==> config.mk <==
export PLATFORM = sky130hd
export DESIGN_NAME = hilo_muldiv_unit
export DESIGN_NICKNAME = d
export VERILOG_FILES = /design/src/rtl/hilo_muldiv_unit.sv
export SDC_FILE = /design/constraint.sdc
export NUM_CORES = 1
export LEC_CHECK = 0
export BUFFER_PORTS_ARGS = -buffer_cell sky130_fd_sc_hd__buf_2
export CAP_MARGIN = 20
export CORE_ASPECT_RATIO = 0.7
export CORE_UTILIZATION = 28
export CTS_CLUSTER_SIZE = 20
export DETAILED_ROUTE_END_ITERATION = 8
export PLACE_DENSITY_LB_ADDON = 0.1
export SYNTH_ARGS = -nofsm -noshare
export SYNTH_HDL_FRONTEND = slang
export SYNTH_SLANG_ARGS = --single-unit
==> constraint.sdc <==
create_clock -name Clk -period 10.3 [get_ports Clk]
set_clock_uncertainty 0.2 [all_clocks]
set_input_delay 1.03 -clock Clk [delete_from_list [all_inputs] [get_ports Clk]]
set_output_delay 1.03 -clock Clk [all_outputs]
set_load 0.02 [all_outputs]
==> src/rtl/hilo_muldiv_unit.sv <==
// HiLo multiply/divide unit: iterative shift-add multiplier (MULTU/MULT/MADD/MSUB)
// plus an optional restoring divider (DIVU/DIV) that is present only when HILO_DIV_EN is defined.
module hilo_muldiv_unit #(
    parameter int WIDTH = 32
) (
    input  logic             Clk,
    input  logic             Rst,
    input  logic             Start,
    input  logic [2:0]       Op,
    input  logic [WIDTH-1:0] A,
    input  logic [WIDTH-1:0] B,
    input  logic             HiWe,
    input  logic             LoWe,
    input  logic [WIDTH-1:0] WrData,
    output logic             Busy,
    output logic             Done,
    output logic [WIDTH-1:0] Hi,
    output logic [WIDTH-1:0] Lo,
    output logic             DivByZero
);
    localparam int CW = (WIDTH > 1) ? $clog2(WIDTH) : 1;

    localparam logic [2:0] OP_MULTU = 3'b000;
    localparam logic [2:0] OP_MULT  = 3'b001;
    localparam logic [2:0] OP_MADD  = 3'b010;
    localparam logic [2:0] OP_MSUB  = 3'b011;
    localparam logic [2:0] OP_DIV   = 3'b101;
`ifdef HILO_DIV_EN
    localparam logic [2:0] OP_DIVU  = 3'b100;

    typedef enum logic [1:0] {IDLE = 2'd0, MUL = 2'd1, DIV = 2'd2, FIN = 2'd3} state_t;
`else
    typedef enum logic [1:0] {IDLE = 2'd0, MUL = 2'd1, FIN = 2'd3} state_t;
`endif

    state_t          state, state_nxt;
    logic [CW-1:0]   cnt;
    logic            last_iter;

    // Operand magnitudes; the sign is reapplied to the finished result.
    logic             op_signed, a_neg, b_neg;
    logic [WIDTH-1:0] a_mag, b_mag;

    logic [2:0]         op_q;
    logic               neg_q;
    logic [2*WIDTH-1:0] hilo_q;
    logic [2*WIDTH-1:0] acc, mcand;
    logic [WIDTH-1:0]   mplier;
    logic [2*WIDTH-1:0] prod, res;
    logic               res_we;

`ifdef HILO_DIV_EN
    logic             rneg_q, dvz_q;
    logic [WIDTH-1:0] a_q, rem, quo, dvsr;
    logic [WIDTH:0]   rem_sh, rem_diff;

    assign rem_sh   = {rem, quo[WIDTH-1]};
    assign rem_diff = rem_sh - {1'b0, dvsr};
`endif

    assign Busy      = (state != IDLE);
    assign last_iter = (cnt == CW'(WIDTH - 1));
    assign op_signed = (Op == OP_MULT) || (Op == OP_MADD) || (Op == OP_MSUB) || (Op == OP_DIV);
    assign a_neg     = op_signed & A[WIDTH-1];
    assign b_neg     = op_signed & B[WIDTH-1];
    assign a_mag     = a_neg ? -A : A;
    assign b_mag     = b_neg ? -B : B;

    // NOTE: sequential state uses <= so every register sees the pre-edge values of its peers.
    always_ff @(posedge Clk or posedge Rst) begin
        if (Rst) state <= IDLE;
        else     state <= state_nxt;
    end

    always_comb begin
        // NOTE: assigning a default before the case keeps every path covered, so no latch is inferred.
        state_nxt = state;
        case (state)
            IDLE: begin
                if (Start) begin
                    if (!Op[2])             state_nxt = MUL;
`ifdef HILO_DIV_EN
                    else if (!Op[1])        state_nxt = DIV;
`endif
                    else                    state_nxt = FIN;
                end
            end
            MUL:     if (last_iter) state_nxt = FIN;
`ifdef HILO_DIV_EN
            DIV:     if (last_iter) state_nxt = FIN;
`endif
            FIN:     state_nxt = IDLE;
            default: state_nxt = IDLE;
        endcase
    end

    // NOTE: iteration registers carry no reset; they are fully loaded on every accepted Start.
    always_ff @(posedge Clk) begin
        case (state)
            IDLE: begin
                if (Start) begin
                    op_q   <= Op;
                    neg_q  <= a_neg ^ b_neg;
                    hilo_q <= {Hi, Lo};
                    acc    <= '0;
                    mcand  <= {{WIDTH{1'b0}}, a_mag};
                    mplier <= b_mag;
`ifdef HILO_DIV_EN
                    rneg_q <= a_neg;
                    dvz_q  <= (B == '0);
                    a_q    <= A;
                    rem    <= '0;
                    quo    <= a_mag;
                    dvsr   <= b_mag;
`endif
                end
            end
            MUL: begin
                if (mplier[0]) acc <= acc + mcand;
                mcand  <= mcand << 1;
                mplier <= mplier >> 1;
            end
`ifdef HILO_DIV_EN
            DIV: begin
                if (!rem_diff[WIDTH]) begin
                    rem <= rem_diff[WIDTH-1:0];
                    quo <= {quo[WIDTH-2:0], 1'b1};
                end else begin
                    rem <= rem_sh[WIDTH-1:0];
                    quo <= {quo[WIDTH-2:0], 1'b0};
                end
            end
`endif
            default: ;
        endcase
    end

    always_comb begin
        prod   = neg_q ? -acc : acc;
        res    = {Hi, Lo};
        res_we = 1'b0;
        case (op_q)
            OP_MULTU, OP_MULT: begin res = prod;          res_we = 1'b1; end
            OP_MADD:           begin res = hilo_q + prod; res_we = 1'b1; end
            OP_MSUB:           begin res = hilo_q - prod; res_we = 1'b1; end
`ifdef HILO_DIV_EN
            OP_DIVU, OP_DIV: begin
                res_we = 1'b1;
                if (dvz_q) res = {a_q, {WIDTH{1'b1}}};
                else       res = {rneg_q ? -rem : rem, neg_q ? -quo : quo};
            end
`endif
            default: ;
        endcase
    end

    always_ff @(posedge Clk or posedge Rst) begin
        if (Rst) begin
            cnt  <= '0;
            Done <= 1'b0;
            Hi   <= '0;
            Lo   <= '0;
        end else begin
            Done <= 1'b0;
            cnt  <= (state == IDLE) ? '0 : cnt + CW'(1);
            case (state)
                IDLE: begin
                    // Start wins over a coincident direct write.
                    if (!Start) begin
                        if (HiWe) Hi <= WrData;
                        if (LoWe) Lo <= WrData;
                    end
                end
                FIN: begin
                    Done <= 1'b1;
                    if (res_we) {Hi, Lo} <= res;
                end
                default: ;
            endcase
        end
    end

`ifdef HILO_DIV_EN
    always_ff @(posedge Clk or posedge Rst) begin
        if (Rst)                                       DivByZero <= 1'b0;
        else if (state == IDLE && Start)               DivByZero <= 1'b0;
        else if (state == FIN && op_q[2:1] == 2'b10 && dvz_q) DivByZero <= 1'b1;
    end
`else
    assign DivByZero = 1'b0;
`endif

endmodule

# After elaboration in Yosys (flattened, before gate mapping)
# Cells that the tools add are included.
dict set report totals {
  inputBits 104
  word_cells 81
  reg_bits 300
  out_inout_bits 67
}
dict set report classes {
  n_eq_ne 18
  n_reduce_logical 16
  n_bitwise 3
  n_mux 26
  addsub 7
}
# op count
set ops {}
lappend ops {{$mux 32} 9}
lappend ops {{$mux 64} 4}
lappend ops {{$pmux 64 s2} 2}
lappend ops {{$pmux 32 s2} 3}
lappend ops {{$pmux 64 s3} 1}
lappend ops {{$add 64x64->64} 2}
lappend ops {{$neg 32->32} 2}
lappend ops {{$neg 64->64} 1}
lappend ops {{$sub 64x64->64} 1}
lappend ops {{$ne 2x2->1 const B} 7}
lappend ops {{$eq 3x2->1 const B} 4}
lappend ops {{$reduce_and 5->1} 2}
lappend ops {{$eq 3x1->1 const B} 2}
lappend ops {{$mux 2} 3}
lappend ops {{$reduce_and 2->1} 3}
lappend ops {{$reduce_bool 2->1} 3}
lappend ops {{$add 5x1->5 const B} 1}
lappend ops {{$eq 5x5->1 const B} 1}
lappend ops {{$mux 5} 1}
lappend ops {{$ne 4x4->1 const B} 1}
lappend ops {{$pmux 2 s2} 1}
lappend ops {{$reduce_or 4->1} 1}
lappend ops {{$eq 3x3->1 const B} 1}
lappend ops {{$logic_not 3->1} 1}
lappend ops {{9 further kinds} 13}

# Logic depth before layout (Yosys ltp)
dict set report logic_depth {
  depth_word 8
  ltp_mapped 28
  ltp_nobuf 27
}

# Worst setup path before layout
# OpenSTA, ideal clock, no wires.
dict set report synth_timing {
  path_kind {input -> register}
  start {input Start}
  end {register acc[0] (enable)}
  t_arrival_ps 7707
  slack_ps 1966
  setup_time_ps 427
  stages 4
  path_buffers 0
  required_time_ps 9673
  cell_sequence {inv_1 -> nor2_1 -> a21o_1 -> o21a_1}
}
dict set report synth_between {
  elab_chain_len 2
}
# item line_no
set synth_lines {}
lappend synth_lines {{start: declaration} 8} ;# input logic Start,
lappend synth_lines {{$ne 2x2->1 (no line)} --}
lappend synth_lines {{$reduce_and 3->1 (no line)} --}
lappend synth_lines {{end signal: assignment} 119} ;# if (mplier[0]) acc <= acc + mcand;
lappend synth_lines {{end: declaration} 47} ;# logic [2*WIDTH-1:0] acc, mcand;
# No other way between the ends.
# A chain may end at the register's enable or synchronous reset.

# Worst setup path after layout
dict set report layout_timing {
  start {register acc[1]}
  end {register Hi[26]}
}
dict set report layout_between {
  elab_chain_len 6
  word_cells_on_any_way 7
  cone_classes {3 x add/sub; 4 x mux}
}
# item line_no
set layout_lines {}
lappend layout_lines {{$neg 64->64} 139} ;# prod = neg_q ? -acc : acc;
lappend layout_lines {{$mux 64 (*)} 139}
lappend layout_lines {{$sub 64x64->64 / $add 64x64->64 (equally long branches)} {145, 144}}
lappend layout_lines {{$pmux 64 s3 (*)} 142} ;# case (op_q)
lappend layout_lines {{$mux 32 (*)} 176} ;# if (res_we) {Hi, Lo} <= res;
lappend layout_lines {{$pmux 32 s2 (*)} 166} ;# case (state)
lappend layout_lines {{end signal: assignment} 170} ;# if (HiWe) Hi <= WrData;
lappend layout_lines {{end signal: assignment} 176}
lappend layout_lines {{end: declaration} 17} ;# output logic [WIDTH-1:0] Hi,
# Every way passes the cells marked *; elsewhere a longest branch is shown, timed or not. The select of a mux whose other input is x is not followed.

==> summary.txt <==
Run status
  – Outcome: finished, final reports clean

Global route
  – Sum of overflow across all layers after global routing: 0
  – Antenna violations before repair: 6
  – Global-route usage over all layers: 0.194
  – Largest net degree at the start of global routing: 125
  – Via count of the first global-routing pass: 19800
  – Global-route wire length before repair: 126 mm

Setup path
  – Data arrival time at the worst-slack endpoint: 8790 ps
  – Beginning of the worst register-to-register path: acc[1]
  – Setup CP Type: flip-flop to flip-flop
  – Cell mode on critical path: sky130_fd_sc_hd__o21ai_0
  – Required time worst endpoint: 10600 ps
  – Category of the worst setup path capture point: flip-flop
  – Max incr delay on CP: 690 ps
  – Reg2reg setup slack: 1810 ps
  – Type of origin of the critical path: flip-flop
  – Slowest cell on the critical path: sky130_fd_sc_hd__o21ai_0
  – Launch point of the critical path: acc[1]
  – Crit-path leading delay family: compound AO/OA/AOI/OAI gates
  – Number of buffers and inverters on the critical path: 1
  – Ordered list of cells on the worst path: inv_1, ha_1, nor2b_1, nand4_1, o41ai_1, xor2_1, nand4_1, nor3_1, a31oi_1, xor2_1, ha_1, and3_1, a221oi_1, o21ai_0, a41oi_1, or3_1, o21ai_0, o21ai_0, o41ai_1, nor2_1, o31a_1, o21ai_0
  – Maximum fanout along the worst path: 12

Synthesis
  – Synthesized instance count: 2651
  – Nets in the synthesized netlist: 2891
  – Synth Cell Area: 23300 µm²
  – Async set or reset register ratio after synthesis: 0.240
  – Distinct cells, synth: 89
  – EDFF count, synth: 228
  – Syn. warnings: 0
  – Flip-flop cell with the highest count after synthesis: sky130_fd_sc_hd__edfxtp_1
  – Count of state elements after synthesis: 300
  – Mapped Avg Cell Area: 8.78 µm²
  – Sequential share of the synthesized area: 0.371

Timing
  – Final count of negative-setup-slack endpoints: 0
  – Max Slew Vio Count: 0
  – Fraction of the cycle the final worst path needs: 0.824
  – Clock period minus final worst setup slack: 8490 ps
  – Highest clock rate: 0.118 GHz
  – Setup TNS after final layout: 0 ps
  – Final Worst Setup Slack: 1810 ps
  – Hold Fails Final Rpt: 0
  – Worst slew margin: 0.302
  – Worst slew pin tran: 1030 ps
  – RSZ-0062 raised after global routing: no

CTS
  – TritonCTS clock tree: built
  – TritonCTS Sinks: 300
  – Gates resized, CTS repair: 0
  – Total CTS buffers: 37
  – Clock slew at reported path FFs: 60 ps
  – Clk_lat worst skew: 600 ps
  – Root buf cell: sky130_fd_sc_hd__clkbuf_16
  – H-tree depth: 2
  – Maximum number of buffers from clock root to sink: 3
  – Setup repair bufs after CTS: 0
  – Count of hold buffers inserted by post-cts repair: 0

Drt
  – DRC viols: 0
  – Drt first pass iters: 6
  – Number of vias per cell after detailed routing: 5.32
  – Vias: 20500
  – DRT antenna net count: 0
  – Post-detailed-routing wire length: 83.9 mm
  – Iteration-0 DRC Markers: 1724
  – WL/cell: 21.8 µm

Floorplanning
  – Die width: 347 µm
  – IO Count: 171
  – Core box area: 82400 µm²
  – Initial core utilization: 0.283
  – Die H: 243 µm
  – Number of rows in the core area: 88
  – Area of the die: 84300 µm²

Cells and area
  – Cell area after layout: 26300 µm²
  – Area taken by flip-flops and latches: 8650 µm²
  – Ratio of cells with drive above 1 in the final layout: 0.103
  – Filler cells: 8742
  – Area used by multi-input combinational logic: 13900 µm²
  – Most frequent standard cell in the layout excluding fill and tap cells: sky130_fd_sc_hd__nand2_1
  – Core occupancy in the finished layout: 0.320
  – Final Net Count: 2986
  – Most frequent cells in the layout: sky130_fd_sc_hd__nand2_1, sky130_fd_sc_hd__o21ai_0, sky130_fd_sc_hd__edfxtp_1
  – Area overhead of the layout relative to synthesis: 13.1%

Place
  – IO buf count: 169
  – Routability-driven placement congestion ratio: 0.904
  – Instance area at placement: 25200 µm²
  – Placed wire-length estimate: 64.7 mm
  – Placement Setup Slack: 1960 ps

Worst hold path
  – Path class of the lowest-slack min-delay path: primary input to asynchronous set/reset pin

Run
  – Max capacitance violation total: 0
## routing by layer
metal	global-route usage	wire length (µm)
met1	0.286	41900
met2	0.298	36600
met3	0.0296	4110
met4	0.0394	1360
met5	0	0
## cells by family after synthesis
| kind of cell | count (synthesis) | synth area share |
|---|---|---|
| flip-flops | 300 | 0.371 |
| buffers and inverters | 203 | 0.0333 |
| adder cells (fa/ha/maj) | 136 | 0.0737 |
| AO/OA/AOI/OAI | 812 | 0.218 |
| XOR/XNOR | 301 | 0.113 |
| other | 1 | 0.000161 |
| AND/OR/NAND/NOR | 884 | 0.184 |
| multiplexers | 14 | 0.00618 |
## per-stage QoR
step,cells,hold slack (ps)
3_5_place_dp,3786,256
4_1_cts,3852,232
2_1_floorplan,2651,225
3_3_place_gp,3786,240
6_report,3855,248
5_1_grt,3853,255
## synth_stat cells, types with 13 or more instances
library cell	instances	area (µm²)
sky130_fd_sc_hd__a21o_1	95	713
sky130_fd_sc_hd__and3_1	39	244
sky130_fd_sc_hd__or3_1	19	119
sky130_fd_sc_hd__edfxtp_1	228	6850
sky130_fd_sc_hd__o21a_1	19	143
sky130_fd_sc_hd__clkbuf_1	121	454
sky130_fd_sc_hd__o211ai_1	26	195
sky130_fd_sc_hd__nor2_1	205	769
sky130_fd_sc_hd__or4_1	14	105
sky130_fd_sc_hd__inv_1	67	251
sky130_fd_sc_hd__nor4_1	23	144
sky130_fd_sc_hd__nand2_1	306	1150
sky130_fd_sc_hd__and2_1	57	357
sky130_fd_sc_hd__a211oi_1	31	233
sky130_fd_sc_hd__xor2_1	159	1390
sky130_fd_sc_hd__a31oi_1	32	200
sky130_fd_sc_hd__o31ai_1	45	338
sky130_fd_sc_hd__xnor2_1	142	1240
sky130_fd_sc_hd__a21oi_1	198	991
sky130_fd_sc_hd__o41ai_1	18	158
sky130_fd_sc_hd__nand4_1	38	238
sky130_fd_sc_hd__o21ai_0	247	1240
sky130_fd_sc_hd__nor2b_1	24	150
sky130_fd_sc_hd__nand2b_1	20	125
sky130_fd_sc_hd__dfrtp_1	72	1800
sky130_fd_sc_hd__nor3_1	52	260
sky130_fd_sc_hd__ha_1	134	1680
sky130_fd_sc_hd__nand3_1	44	220
sky130_fd_sc_hd__o21bai_1	13	97.6
## sequential cells by signal, indices dropped and copies added, names as in the netlist
register  flops
hilo_q       64
state         2
mcand        64
Hi           32
acc          64
mplier       32
neg_q         1
Lo           32
op_q          3
cnt           5
Done          1
## layout make-up
type                            count  area share
Timing Repair Buffer              191      0.0391
Multi-Input combinational cell   2148       0.528
Clock inverter                     18     0.00508
Clock buffer                       48      0.0379
Antenna cell                        2    0.000190
Inverter                           68     0.00974
Tap cell                         1080      0.0513
Sequential cell                   300       0.328
## worst reg2reg max path, stage by stage, from the launching register on
cell and delay [ps]:
sky130_fd_sc_hd__edfxtp_1 470, sky130_fd_sc_hd__inv_1 170, sky130_fd_sc_hd__ha_1 340, sky130_fd_sc_hd__nor2b_1 650
sky130_fd_sc_hd__nand4_1 560, sky130_fd_sc_hd__o41ai_1 490, sky130_fd_sc_hd__xor2_1 420, sky130_fd_sc_hd__nand4_1 310
sky130_fd_sc_hd__nor3_1 550, sky130_fd_sc_hd__a31oi_1 180, sky130_fd_sc_hd__xor2_1 170, sky130_fd_sc_hd__ha_1 510
sky130_fd_sc_hd__and3_1 290, sky130_fd_sc_hd__a221oi_1 110, sky130_fd_sc_hd__o21ai_0 310, sky130_fd_sc_hd__a41oi_1 250
sky130_fd_sc_hd__or3_1 410, sky130_fd_sc_hd__o21ai_0 690, sky130_fd_sc_hd__o21ai_0 460, sky130_fd_sc_hd__o41ai_1 410
sky130_fd_sc_hd__nor2_1 70, sky130_fd_sc_hd__o31a_1 270, sky130_fd_sc_hd__o21ai_0 130
## path summary, 6_finish.rpt
kind	end	cells past startpoint
worst max-delay path	Hi[26]	22
worst min-delay path	Hi[21]	2
worst max register to register	Hi[26]	22
worst min register to register	cnt[0]	1
max in group asynchronous	Lo[3]	3
min in group Clk	cnt[0]	1
Power is left out: the tool's default activity adds up to more than one toggle a clock period on the data nets, which glitch-free logic cannot reach.
